===== config.mk =====
export PLATFORM = sky130hd
export DESIGN_NAME = fetch_decode
export DESIGN_NICKNAME = d
export VERILOG_FILES = /design/src/rtl/cpuConfig.sv /design/src/rtl/fetch_decode.sv
export SDC_FILE = /design/constraint.sdc
export NUM_CORES = 1
export LEC_CHECK = 0
export BUFFER_PORTS_ARGS = -buffer_cell sky130_fd_sc_hd__buf_4
export CAP_MARGIN = 15
export CELL_PAD_IN_SITES_DETAIL_PLACEMENT = 2
export CELL_PAD_IN_SITES_GLOBAL_PLACEMENT = 2
export CORE_MARGIN = 2
export CORE_UTILIZATION = 28
export CTS_CLUSTER_SIZE = 30
export DETAILED_ROUTE_END_ITERATION = 10
export GPL_TIMING_DRIVEN = 0
export PLACE_DENSITY = 0.9
export SYNTH_ARGS = -nofsm -noshare
export SYNTH_HDL_FRONTEND = slang
export SYNTH_SLANG_ARGS = --single-unit

===== constraint.sdc =====
create_clock -name clk -period 2.95 [get_ports clk]
set_input_delay 0.295 -clock clk [delete_from_list [all_inputs] [get_ports clk]]
set_output_delay 0.295 -clock clk [all_outputs]
set_load 0.05 [all_outputs]

===== src/rtl/cpuConfig.sv =====
// Shared picoMIPS sizes, opcode and ALU function encodings.
package cpuConfig;

  localparam int unsigned N      = 8;
  localparam int unsigned O_SIZE = 4;
  localparam int unsigned P_SIZE = 5;
  localparam int unsigned R_SIZE = 4;
  localparam int unsigned I_SIZE = O_SIZE + 2 * R_SIZE + N;

  typedef enum logic [O_SIZE-1:0] {
    NOP   = 4'd0,
    LDI   = 4'd1,
    LDS   = 4'd2,
    ADD   = 4'd3,
    ADDI  = 4'd4,
    MUL   = 4'd5,
    MULI  = 4'd6,
    WAIT0 = 4'd7,
    WAIT1 = 4'd8
  } opCode_t;

  typedef enum logic [1:0] {
    ALU_A   = 2'd0,
    ALU_B   = 2'd1,
    ALU_ADD = 2'd2,
    ALU_MUL = 2'd3
  } aluFunc_t;

endpackage


===== src/rtl/fetch_decode.sv =====
// picoMIPS front-end: PC, instruction register, SW8 synchroniser and decode.
module fetch_decode
  import cpuConfig::*;
(
  input  logic              clk,
  input  logic              nReset,
  output logic [P_SIZE-1:0] pcAddr,
  input  logic [I_SIZE-1:0] instr,
  input  logic              sw8,
  output logic              regWe,
  output logic [1:0]        aluFunc,
  output logic [1:0]        bSel,
  output logic [R_SIZE-1:0] rdAddr,
  output logic [R_SIZE-1:0] rsAddr,
  output logic [N-1:0]      imm,
  output logic              waiting,
  output logic              illegalOp
);

  localparam int unsigned OP_LSB = 2 * R_SIZE + N;
  localparam int unsigned RD_LSB = R_SIZE + N;
  localparam int unsigned RS_LSB = N;

  logic [P_SIZE-1:0] pc;
  logic [I_SIZE-1:0] ir;
  logic              sw8_meta;
  logic              sw8s;
  logic              adv;
  opCode_t           op;
  aluFunc_t          alu_func;

  assign op = opCode_t'(ir[I_SIZE-1:OP_LSB]);

  // Stall while a WAIT in IR has not yet seen its awaited synchronised switch level.
  assign adv = !((op == WAIT0) && sw8s) && !((op == WAIT1) && !sw8s);

  // PC, IR and SW8 synchroniser; fetch advances only when not stalled.
  always_ff @(posedge clk) begin
    if (!nReset) begin
      pc       <= '0;
      ir       <= '0;
      sw8_meta <= 1'b0;
      sw8s     <= 1'b0;
    end else begin
      sw8_meta <= sw8;
      sw8s     <= sw8_meta;
      if (adv) begin
        ir <= instr;
        pc <= pc + P_SIZE'(1);
      end
    end
  end

  // Decode the IR opcode into register-file and ALU controls.
  always_comb begin
    regWe     = 1'b0;
    alu_func  = ALU_A;
    bSel      = 2'd0;
    illegalOp = 1'b0;
    case (op)
      NOP:   ;
      LDI:   begin regWe = 1'b1; alu_func = ALU_B;   bSel = 2'd1; end
      LDS:   begin regWe = 1'b1; alu_func = ALU_B;   bSel = 2'd2; end
      ADD:   begin regWe = 1'b1; alu_func = ALU_ADD; bSel = 2'd0; end
      ADDI:  begin regWe = 1'b1; alu_func = ALU_ADD; bSel = 2'd1; end
      MUL:   begin regWe = 1'b1; alu_func = ALU_MUL; bSel = 2'd0; end
      MULI:  begin regWe = 1'b1; alu_func = ALU_MUL; bSel = 2'd1; end
      WAIT0: ;
      WAIT1: ;
      default: illegalOp = 1'b1;
    endcase
  end

  assign aluFunc = alu_func;
  assign pcAddr  = pc;
  assign rdAddr  = ir[RD_LSB +: R_SIZE];
  assign rsAddr  = ir[RS_LSB +: R_SIZE];
  assign imm     = ir[N-1:0];
  assign waiting = !adv;

endmodule


# --- Word-level counts from Yosys, hierarchy flattened ---
# Index checks and enable logic that the tools add are counted.
classes:
  add_sub_neg: 1
  n_eq_ne: 8
  reduce_logical: 14
  mux: 4
ops:
  columns: ["op", "count"]
  rows:
  - ["equality test 4 x 3 -> 1 bit (second input constant)", 4]
  - ["OR reduction 9 bit", 1]
  - ["equality test 4 x 2 -> 1 bit (second input constant)", 2]
  - ["one-hot mux 2 bit (3 select lines)", 1]
  - ["OR reduction 2 bit", 3]
  - ["OR reduction 6 bit", 1]
  - ["adder 5 x 1 -> 5 bit (second input constant)", 1]
  - ["equality test 4 x 1 -> 1 bit (second input constant)", 1]
  - ["equality test 4 bit (second input constant)", 1]
  - ["logical NOT 1 bit", 4]
  - ["logical NOT 4 bit", 1]
  - ["one-hot mux 2 bit (2 select lines)", 1]
  - ["logical AND 1 bit", 3]
  - ["OR reduction 3 bit", 1]
  - ["two-way mux 1 bit", 2]
totals:
  input_bits: 23
  output_inout_bits: 28
  reg_bits: 27

# --- Logic depth before layout (Yosys ltp) ---
# Gate-level depths: netlist (run 1).
logic_depth:
  ltp_word: 5
  mapped_depth: 7
  ltp_nobuf: 4

# --- Least setup slack after synthesis (run 1) ---
# OpenSTA, ideal clock, no wires.
synth_path:
  path_kind: "reg-to-output"
  start: "register ir[19]"
  end: "output port bSel[1]"
  t_arrival_ns: 2.106
  setup_slack_ns: 0.549
  n_path_buf: 1
  path_stages_with_launch: 3
  path_cell_list: "dfxtp_1 > clkbuf_1 > nor4b_1"
synth_between:
  elab_chain_cells: 3
synth_rtl:
  columns: ["element", "line", "source"]
  rows:
  - ["from (decl)", "fetch_decode.sv:25", "logic [I_SIZE-1:0] ir;"]
  - ["from (signal assigned)", "fetch_decode.sv:48", "ir <= instr;"]
  - ["equality test 4 x 3 -> 1 bit or equality test 4 x 1 -> 1 bit (tied branches)", "fetch_decode.sv:60", "case (op)"]
  - ["OR reduction 3 bit (no source line)", null, null]
  - ["one-hot mux 2 bit (2 select lines) (*)", "fetch_decode.sv:60", null]
  - ["to (decl)", "fetch_decode.sv:12", "output logic [1:0] bSel,"]
# Mark *: on every way between the ends. The rest lies on a longest branch, timed or not.

# --- Worst setup path after layout (run 1) ---
layout_path:
  start: "register ir[16]"
  end: "output port waiting"
layout_between:
  elab_chain_cells: 5
layout_rtl:
  columns: ["element", "line", "source"]
  rows:
  - ["equality test 4 x 3 -> 1 bit or equality test 4 bit (tied branches)", "fetch_decode.sv:35", "assign adv = !((op == WAIT0) && sw8s) && !((op == WAIT1) && !sw8s);"]
  - ["logical AND 1 bit", "fetch_decode.sv:35", null]
  - ["logical NOT 1 bit", "fetch_decode.sv:35", null]
  - ["logical AND 1 bit (*)", "fetch_decode.sv:35", null]
  - ["logical NOT 1 bit (*)", "fetch_decode.sv:79", "assign waiting = !adv;"]
  - ["to (decl)", "fetch_decode.sv:16", "output logic waiting,"]
# Marks and branches as above.

==> results.txt, run 1 <==
Outcome -> finished, final reports clean
Critical path type -> reg2out
Setup Fix Bufs, Post-CTS -> 0
Die Ht -> 71.0 um
ANT nets after route -> 0
Reg-to-reg setup timing slack -> 1.04 ns
Die Span X -> 71.0 um
Clock buffer depth -> 2
Vias -> 1,251
RSZ-0062 raised after global routing -> false
Via/cell ratio -> 4.85
Ys Warns -> 0
Die area -> 5040 um2
# hold bufs at CTS -> 0
Nets -> 231
Final WL -> 3.75 mm
Worst hold path class -> in2reg
CP Max Fanout -> 10
Met2 usage in global routing -> 25.9%
CTS tree -> yes
Hold Slack -> 0.237 ns
Distinct cell type count after synthesis -> 29
Initial DRC Count -> 69
Wire per inst -> 14.5 um
Number of buffers added on ports -> 50
Layout cell share with drive strength beyond 1 -> 36.9%
Clk_lat worst skew -> 0.27 ns
Worst-Margin Slew -> 0.557 ns
Worst r2r path cells -> 6
Max-Cap Viols -> 0
Final Hold Vio Count -> 0
Final Cycle Share -> 81.3%
Setup tns final -> 0 ns
Async SR Flop Fraction -> 0%
Most used routing layer -> met2
First-pass GRT wire length -> 6.29 mm
Post-Syn Instances -> 152
# H-tree levels -> 1
Initial antenna violation count -> 0
Initial Utilization -> 28.9%
Syn Nets -> 176
Post-synth EDFFs -> 0
#FFs+latches synth -> 27
Post-DP HPWL -> 2.77 mm
Routability cong. -> 0.681
WP data required -> 2.65 ns
Drt first pass iters -> 4
GRT overflow -> 0
Reg clk slew, reported paths -> 0.09 ns
P&R area growth vs syn -> 38.6%
Largest net degree at the start of global routing -> 15
Seq/Total Area, Yosys -> 43.0%
Fill count -> 511
Setup crit end -> waiting
Arr. time, crit path -> 2.10 ns
ANT cells -> 0
Syn Std Cell Area -> 1260 um2
Number of CTS-inserted buffers -> 3
Crit end category -> primary output
VDD IR max -> 0.192 mV
Slew Limit Fails -> 0
Post-Syn Area per Cell -> 8.27 um2
Crit path time final -> 2.40 ns
Max_slew headroom -> 62.7%
Tot GR Track Use -> 15.5%
Lkg Pwr -> 0.800 nW
M1 GR Usage -> 20.8%
Met3 Usage GRT -> 2.99%
Reg-to-reg critical path endpoint -> ir[10]
Core ar. -> 4350 um2
P per Cell Area -> 515 nW/um2
DRC violations left -> 0
Row count -> 24
Finish-stage setup viols -> 0
Max Freq -> 0.417 GHz
Cts repair resizes -> 0
Startpoint types -> flop
Crit path from -> ir[16]
Top Ports -> 51
Clock Sink Count -> 27
Vias in the first global route -> 1,328
Worst r2r src -> ir[16]
Top_reg_cell synth -> dfxtp_1
Clk_skew -> 0.00182 ns
Clock tree root driver cell -> clkbuf_8
-- cell type report --
| type | instances | area [um2] | area share [%] |
|---|---|---|---|
| clock buffers | 4 | 45.0 | 2.58 |
| well taps | 52 | 65.1 | 3.73 |
| flip-flops and latches | 27 | 541 | 31.0 |
| repair buffers | 50 | 375 | 21.5 |
| inverters | 1 | 3.75 | 0.215 |
| plain buffers | 28 | 176 | 10.1 |
| multi-input cells | 96 | 537 | 30.8 |
-- worst min path at each step --
stage / from / end / slack [ns] / cells past startpoint
floorplan: sw8_meta / sw8s / 0.41 / 1
global placement: sw8_meta / sw8s / 0.42 / 1
detailed placement: sw8_meta / sw8s / 0.45 / 1
CTS: sw8 / sw8_meta / 0.24 / 2
global route: sw8 / sw8_meta / 0.24 / 2
finish: sw8 / sw8_meta / 0.24 / 2
-- synthesized netlist by cell type (2+ instances only) --
cell type / instances / area share (%)
o21ai_1: 7 / 2.8
clkbuf_1: 7 / 2.1
o31ai_1: 2 / 1.2
nand2_1: 4 / 1.2
or4_1: 2 / 1.2
a21oi_1: 20 / 8.0
o21ai_0: 11 / 4.4
nor2_1: 5 / 1.5
nand3_1: 20 / 8.0
nor3_1: 8 / 3.2
or3_1: 2 / 0.99
and2_1: 2 / 0.99
mux2i_1: 2 / 1.6
buf_2: 3 / 1.2
dfxtp_1: 27 / 43
buf_4: 16 / 9.6
nor3_2: 2 / 1.6
-- critical path, stage by stage (launching register included) --
cell	delay, ns
dfxtp_1	0.31
buf_2	0.16
nor3_2	0.29
nand3b_1	0.41
clkbuf_1	0.34
nand2_1	0.12
buf_4	0.20
-- power breakdown --
group | internal (mW) | switching, mW | total (mW) | leakage [nW]
registers | 0.390 | 0.0186 | 0.408 | 0.224
logic | 0.104 | 0.171 | 0.275 | 0.553
clock network | 0.0968 | 0.118 | 0.214 | 0.0228
total | 0.591 | 0.307 | 0.898 | 0.800
-- cells by family after synthesis --
logic type / count (synthesis) / synth area share, %
AOI/OAI and AO/OA: 40 / 16.3
xor gates and xnor gates: 2 / 1.39
adders and majority gates: 1 / 0.995
buffers and inverters: 29 / 14.3
DFF: 27 / 43.0
muxes: 2 / 1.59
and+or+nand+nor: 51 / 22.4
-- metrics by stage --
stage,util [%],instances,area (um2),power (mW),setup WS [ns]
after floorplan,-,152,1260,0.601,0.549
after global placement,39.0,254,1700,0.685,0.871
after CTS,40.0,258,1740,0.908,0.501
final,40.0,258,1740,0.898,0.552
after global routing,40.0,258,1740,0.944,0.344
after detailed placement,39.0,254,1700,0.694,0.829
-- routing by layer --
| layer | routed length (um) | vias to the layer above | share of wire [%] |
|---|---|---|---|
| li1 | - | 624 | - |
| met1 | 1730 | 597 | 46 |
| met2 | 1810 | 28 | 48 |
| met3 | 186 | 2 | 5.0 |
| met4 | 17 | 0 | 0.45 |
| met5 | 0 | - | 0 |
-- state kept, by name (all words and copies together), names as in the netlist --
register,cells
sw8s,1
sw8_meta,1
pcAddr,5
ir,20
-- cells in the final DEF, fill, tap and decap left out --
| cell | Yosys | final |
|---|---|---|
| buf_4 | 16 | 66 |
| dfxtp_1 | 27 | 27 |
| nand3_1 | 20 | 20 |
| a21oi_1 | 20 | 20 |
| o21ai_0 | 11 | 11 |
| clkbuf_1 | 7 | 8 |
| nor3_1 | 8 | 8 |
| o21ai_1 | 7 | 7 |
| nor2_1 | 5 | 5 |
| nand2_1 | 4 | 4 |
| buf_2 | 3 | 3 |
| clkbuf_8 | 0 | 3 |
| nor3_2 | 2 | 2 |
| or3_1 | 2 | 2 |
| mux2i_1 | 2 | 2 |
| o31ai_1 | 2 | 2 |
| or4_1 | 2 | 2 |
| and2_1 | 2 | 2 |
| nand3b_1 | 1 | 1 |
| buf_1 | 1 | 1 |
| xor2_1 | 1 | 1 |
| and3_1 | 1 | 1 |
| nor4b_1 | 1 | 1 |
| xnor2_1 | 1 | 1 |
| nor2b_1 | 1 | 1 |
| and3b_4 | 1 | 1 |
| buf_6 | 1 | 1 |
| inv_1 | 1 | 1 |
| nand2b_1 | 1 | 1 |
| ha_1 | 1 | 1 |
No activity file was read; power rests on OpenSTA's default activity.
==> run 2, diff against run 1 <==
--- a/config.mk
+++ b/config.mk
@@ -10,11 +10,11 @@
 export CELL_PAD_IN_SITES_DETAIL_PLACEMENT = 2
 export CELL_PAD_IN_SITES_GLOBAL_PLACEMENT = 2
 export CORE_MARGIN = 2
-export CORE_UTILIZATION = 28
+export CORE_UTILIZATION = 23
 export CTS_CLUSTER_SIZE = 30
 export DETAILED_ROUTE_END_ITERATION = 10
 export GPL_TIMING_DRIVEN = 0
-export PLACE_DENSITY = 0.9
+export PLACE_DENSITY = 0.8
 export SYNTH_ARGS = -nofsm -noshare
 export SYNTH_HDL_FRONTEND = slang
 export SYNTH_SLANG_ARGS = --single-unit
==> constraint.sdc (replaced) <==
create_clock -name clk -period 2.2 [get_ports clk]
set_input_delay 0.22 -clock clk [delete_from_list [all_inputs] [get_ports clk]]
set_output_delay 0.22 -clock clk [all_outputs]
set_load 0.05 [all_outputs]
==> run 2 against run 1 <==
  * Via count is 0.16% lower
  * Critical endpoint unchanged
  * Utilization fell by 5.8 points
  * Clock power rose by 39%
  * Critical path type unchanged
==> results.txt, run 2 (same netlist as run 1, synthesis figures left out) <==
Hold Slack -> 0.160 ns
Logic gate share of total power -> 30.4%
Vias in the first global route -> 1,340
WHS Path Cells -> 2
Slew Limit Fails -> 0
Initial Utilization -> 24.2%
Lkg Pwr -> 0.803 nW
Largest net degree at the start of global routing -> 20
Crit end category -> primary output
CTS tree -> yes
Placed insts -> 272
Clock tree root driver cell -> clkbuf_8
Max reg flops -> 20
Clock buffer depth -> 2
Reg clk slew, reported paths -> 0.09 ns
Arr. time, crit path -> 1.82 ns
Setup tns final -> 0 ns
Die Ht -> 77.9 um
Reg-to-reg setup timing slack -> 0.26 ns
Critical path type -> reg2out
Initial antenna violation count -> 0
Worst hold path class -> in2reg
ANT cells -> 0
Part of the power in registers -> 45.1%
Number of buffers added on ports -> 50
# H-tree levels -> 1
ANT nets after route -> 0
Switching share of total power -> 34.6%
Die Span X -> 77.9 um
Post-DP HPWL -> 2.76 mm
Setup WS pre-CTS -> 0.115 ns
P per Cell Area -> 682 nW/um2
Tot GR Track Use -> 13.0%
Final Hold Vio Count -> 0
Via/cell ratio -> 4.53
Final Cycle Share -> 92.8%
Worst r2r path cells -> 6
Final worst setup slack -> 0.159 ns
Clk_lat worst skew -> 0.28 ns
Reg-to-reg critical path endpoint -> ir[16]
Metal3 WL -> 235 um
Routability cong. -> 0.667
Most common cell after layout, fill and taps aside -> buf_4
Wire per inst -> 13.4 um
Final Instance Count excl. Fillers -> 276
Die area -> 6070 um2
Top Ports -> 51
Core Util, Final -> 34.2%
Clock Sink Count -> 27
Area after DPL -> 1730 um2
First-pass GRT wire length -> 6.42 mm
Post-route cell area -> 1780 um2
DRC violations left -> 0
Startpoint types -> flop
GRT overflow -> 0
Row count -> 26
Commonest non-fill, non-tap cells in the layout -> 67 x buf_4, 27 x dfxtp_1, 20 x nand3_1, 20 x a21oi_1, 11 x o21ai_0
Hold_sp -> sw8
Vias -> 1,249
Clock power frac -> 24.5%
RSZ-0062 raised after global routing -> false
Finish-stage setup viols -> 0
VDD IR max -> 0.212 mV
Layout cell share with drive strength beyond 1 -> 38.3%
Worst r2r src -> ir[16]
Switching power -> 0.420 mW
Met2 routed WL -> 1.78 mm
CP Max Fanout -> 19
Worst-Margin Slew -> 0.589 ns
Max-Cap Viols -> 0
# hold bufs at CTS -> 0
Max_slew headroom -> 60.5%
Tot Pwr -> 1.21 mW
Metal-1 WL -> 1.66 mm
Outcome -> finished, final reports clean
Clk_skew -> 0.00940 ns
WP data required -> 1.98 ns
Top sig layer -> met4
Number of CTS-inserted buffers -> 3
Final WL -> 3.69 mm
Worst Hold Path EP -> sw8_meta
Core ar. -> 5200 um2
Max Freq -> 0.490 GHz
Nets -> 231
Crit path time final -> 2.04 ns
Drt first pass iters -> 4
Initial DRC Count -> 47
FF/Latch Area -> 541 um2
Top reg by flops -> ir
Fill count -> 623
Area occupied by multi-input gates -> 543 um2
P_int -> 0.793 mW
P&R area growth vs syn -> 41.5%
## run 2: changes by cell type in the layout (fill, tap and decap cells not counted)
cell,change
clkbuf_1,-1
buf_1,-1
nor4b_2,+1
nor4b_1,-1
clkinvlp_4,+1
buf_4,+1
## run 2: worst max-delay path, stage by stage (launching register included)
cell	delay, ns
dfxtp_1	0.32
buf_2	0.18
nand2_1	0.13
or3_1	0.35
buf_2	0.25
nand2_1	0.12
buf_4	0.20
## run 2: per-layer routing
metal,GRT usage (%),vias to the layer above
met2,22.3,30
met4,3.16,0
met5,0,-
met3,3.26,2
met1,16.3,594
li1,-,623
## run 2: worst max path at each step
| stage | end | startpoint | slack, ns | cells past startpoint |
|---|---|---|---|---|
| 3_3_place_gp | waiting | ir[16] | 0.14 | 6 |
| 6_report | waiting | ir[16] | 0.16 | 6 |
| 3_5_place_dp | waiting | ir[16] | 0.12 | 6 |
| 5_1_grt | waiting | ir[16] | 0.006 | 6 |
| 4_1_cts | waiting | ir[16] | 0.10 | 6 |
| 2_1_floorplan | waiting | ir[16] | 0.37 | 6 |
## run 2: repair_timing
item / CTS / global route
buffers inserted: 1 / 0
endpoints found under the setup margin: 1 / 0
gates resized for setup: 0 / 0
## run 2: cell type report
cell class | count | share of cell area, %
Sequential cell | 27 | 30.4
Clock buffer | 3 | 2.32
Tap cell | 70 | 4.92
Clock inverter | 1 | 0.422
Multi-Input combinational cell | 96 | 30.5
Buffer | 27 | 9.70
Inverter | 1 | 0.211
Timing Repair Buffer | 51 | 21.5
## run 2: power by group through the flow
stage / registers, mW / logic (mW) / clock network [mW]
floorplan: 0.573 / 0.235 / 0
global placement: 0.556 / 0.365 / 0
detailed placement: 0.559 / 0.372 / 0
CTS: 0.548 / 0.375 / 0.312
global route: 0.553 / 0.397 / 0.328
finish: 0.547 / 0.369 / 0.297
==> run 3, diff against run 2 <==
--- a/config.mk
+++ b/config.mk
@@ -10,11 +10,11 @@
 export CELL_PAD_IN_SITES_DETAIL_PLACEMENT = 2
 export CELL_PAD_IN_SITES_GLOBAL_PLACEMENT = 2
 export CORE_MARGIN = 2
-export CORE_UTILIZATION = 23
+export CORE_UTILIZATION = 26
 export CTS_CLUSTER_SIZE = 30
 export DETAILED_ROUTE_END_ITERATION = 10
 export GPL_TIMING_DRIVEN = 0
-export PLACE_DENSITY = 0.8
+export PLACE_DENSITY = 0.85
 export SYNTH_ARGS = -nofsm -noshare
 export SYNTH_HDL_FRONTEND = slang
 export SYNTH_SLANG_ARGS = --single-unit
==> constraint.sdc (replaced) <==
create_clock -name clk -period 2 [get_ports clk]
set_input_delay 0.2 -clock clk [delete_from_list [all_inputs] [get_ports clk]]
set_output_delay 0.2 -clock clk [all_outputs]
set_load 0.05 [all_outputs]
==> run 3 against run 2 <==
  * Non-clock buffer count fell by 1
  * Clock skew fell by 0.0083 ns
  * Via count rose by 3.1%
  * Clock-buffer cell count rose by 1
  * Die area fell by 11%
  * Design area rose by 0.70%
  * Combinational power rose by 11%
  * Wire length rose by 7.3%
==> results.txt, run 3 (same netlist as run 1, synthesis figures left out) <==
Die Span X -> 73.5 um
Nets -> 230
Placed insts -> 256
Crit end category -> primary output
Drt first pass iters -> 4
Worst hold path class -> in2reg
ANT cells -> 0
Area after DPL -> 1710 um2
Worst-Margin Slew -> 0.511 ns
Startpoint types -> flop
Die Ht -> 73.5 um
DRC violations left -> 0
Layout cell share with drive strength beyond 1 -> 40.5%
CP Max Fanout -> 19
Tot Pwr -> 1.34 mW
Vias in the first global route -> 1,299
Clk_skew -> 0.00106 ns
Initial antenna violation count -> 0
Via/cell ratio -> 4.97
Clock Sink Count -> 27
Number of CTS-inserted buffers -> 3
Tot GR Track Use -> 15.2%
Lkg Pwr -> 0.820 nW
Crit path max-delay family -> simple AND/OR/NAND/NOR gates
Crit path time final -> 1.90 ns
Max Freq -> 0.526 GHz
Setup tns final -> 0 ns
Crit path buf inv count -> 3
# H-tree levels -> 1
Core Util, Final -> 38.2%
Final Instance Count excl. Fillers -> 259
Post-route cell area -> 1790 um2
ANT nets after route -> 0
P&R area growth vs syn -> 42.5%
Finish-stage setup viols -> 0
Outcome -> finished, final reports clean
Final Hold Vio Count -> 0
Worst-path cell chain -> clkbuf_4 -> nand2_2 -> or3_4 -> buf_8 -> nand2_1 -> buf_6
Routability cong. -> 0.682
P per Cell Area -> 746 nW/um2
Final WL -> 3.96 mm
Clock buffer depth -> 2
Post-DP HPWL -> 2.91 mm
Most common cell after layout, fill and taps aside -> buf_4
Core ar. -> 4690 um2
Critical path type -> reg2out
Max-Cap Viols -> 0
Initial Utilization -> 26.8%
Max reg flops -> 20
Slowest library cell on the worst path -> or3_4
Initial DRC Count -> 44
CTS tree -> yes
Final Cycle Share -> 95.0%
Slew Limit Fails -> 0
Top Ports -> 51
Largest net degree at the start of global routing -> 20
WP data required -> 1.80 ns
Wire per inst -> 15.3 um
Vias -> 1,288
RSZ-0062 raised after global routing -> false
Crit path largest cell delay -> 0.38 ns
GRT overflow -> 0
Number of buffers added on ports -> 50
Clk_lat worst skew -> 0.27 ns
Row count -> 25
Clock tree root driver cell -> clkbuf_8
Die area -> 5410 um2
Top reg by flops -> ir
Arr. time, crit path -> 1.70 ns
Commonest non-fill, non-tap cells in the layout -> 66 x buf_4, 25 x dfxtp_1, 20 x nand3_1, 20 x a21oi_1, 11 x o21ai_0
Max_slew headroom -> 65.9%
VDD IR max -> 0.274 mV
Reg clk slew, reported paths -> 0.09 ns
First-pass GRT wire length -> 6.36 mm
[run 3: metal layers]
layer | global-route usage (%) | vias to the layer above | wire (um)
met3 | 3.29 | 4 | 210
met5 | 0 | - | 0
li1 | - | 626 | -
met4 | 3.43 | 0 | 19
met2 | 26.6 | 34 | 1990
met1 | 18.9 | 624 | 1740
[run 3: cell type report]
type / count / area, um2
well taps: 54 / 67.6
multi-input cells: 96 / 563
inverters: 1 / 3.75
clock buffers: 4 / 45.0
repair buffers: 51 / 387
plain buffers: 26 / 183
flip-flops and latches: 27 / 543
fillers: 558 / 2900
[run 3: timing repair]
| item | 4_1_cts | 5_1_grt |
|---|---|---|
| hold buffers | 0 | 0 |
| hold endpoints to repair | 0 | 0 |
| endpoints found under the setup margin | 1 | 21 |
| pin swaps | 0 | 0 |
| setup buffers | 1 | 0 |
| resized for setup | 3 | 9 |
[run 3: power by group]
part	internal, mW	leakage, nW	switching, mW
Combinational	0.158	0.573	0.251
Clock	0.143	0.0228	0.175
Sequential	0.576	0.224	0.0329
[run 3: per-stage QoR]
step	setup slack (ns)	hold WS [ns]
final	0.0999	0.151
after global routing	0.0184	0.154
after CTS	0.0283	0.156
after detailed placement	-0.0708	0.430
after global placement	-0.000377	0.416
after floorplan	0.186	0.322
[run 3: worst paths after layout]
kind	end	cells past startpoint	start	slack, ns
setup / recovery	waiting	6	ir[16]	0.1
hold / removal	sw8_meta	2	sw8	0.15
setup reg to reg	ir[0]	6	ir[16]	0.23
hold reg to reg	sw8s	1	sw8_meta	0.45
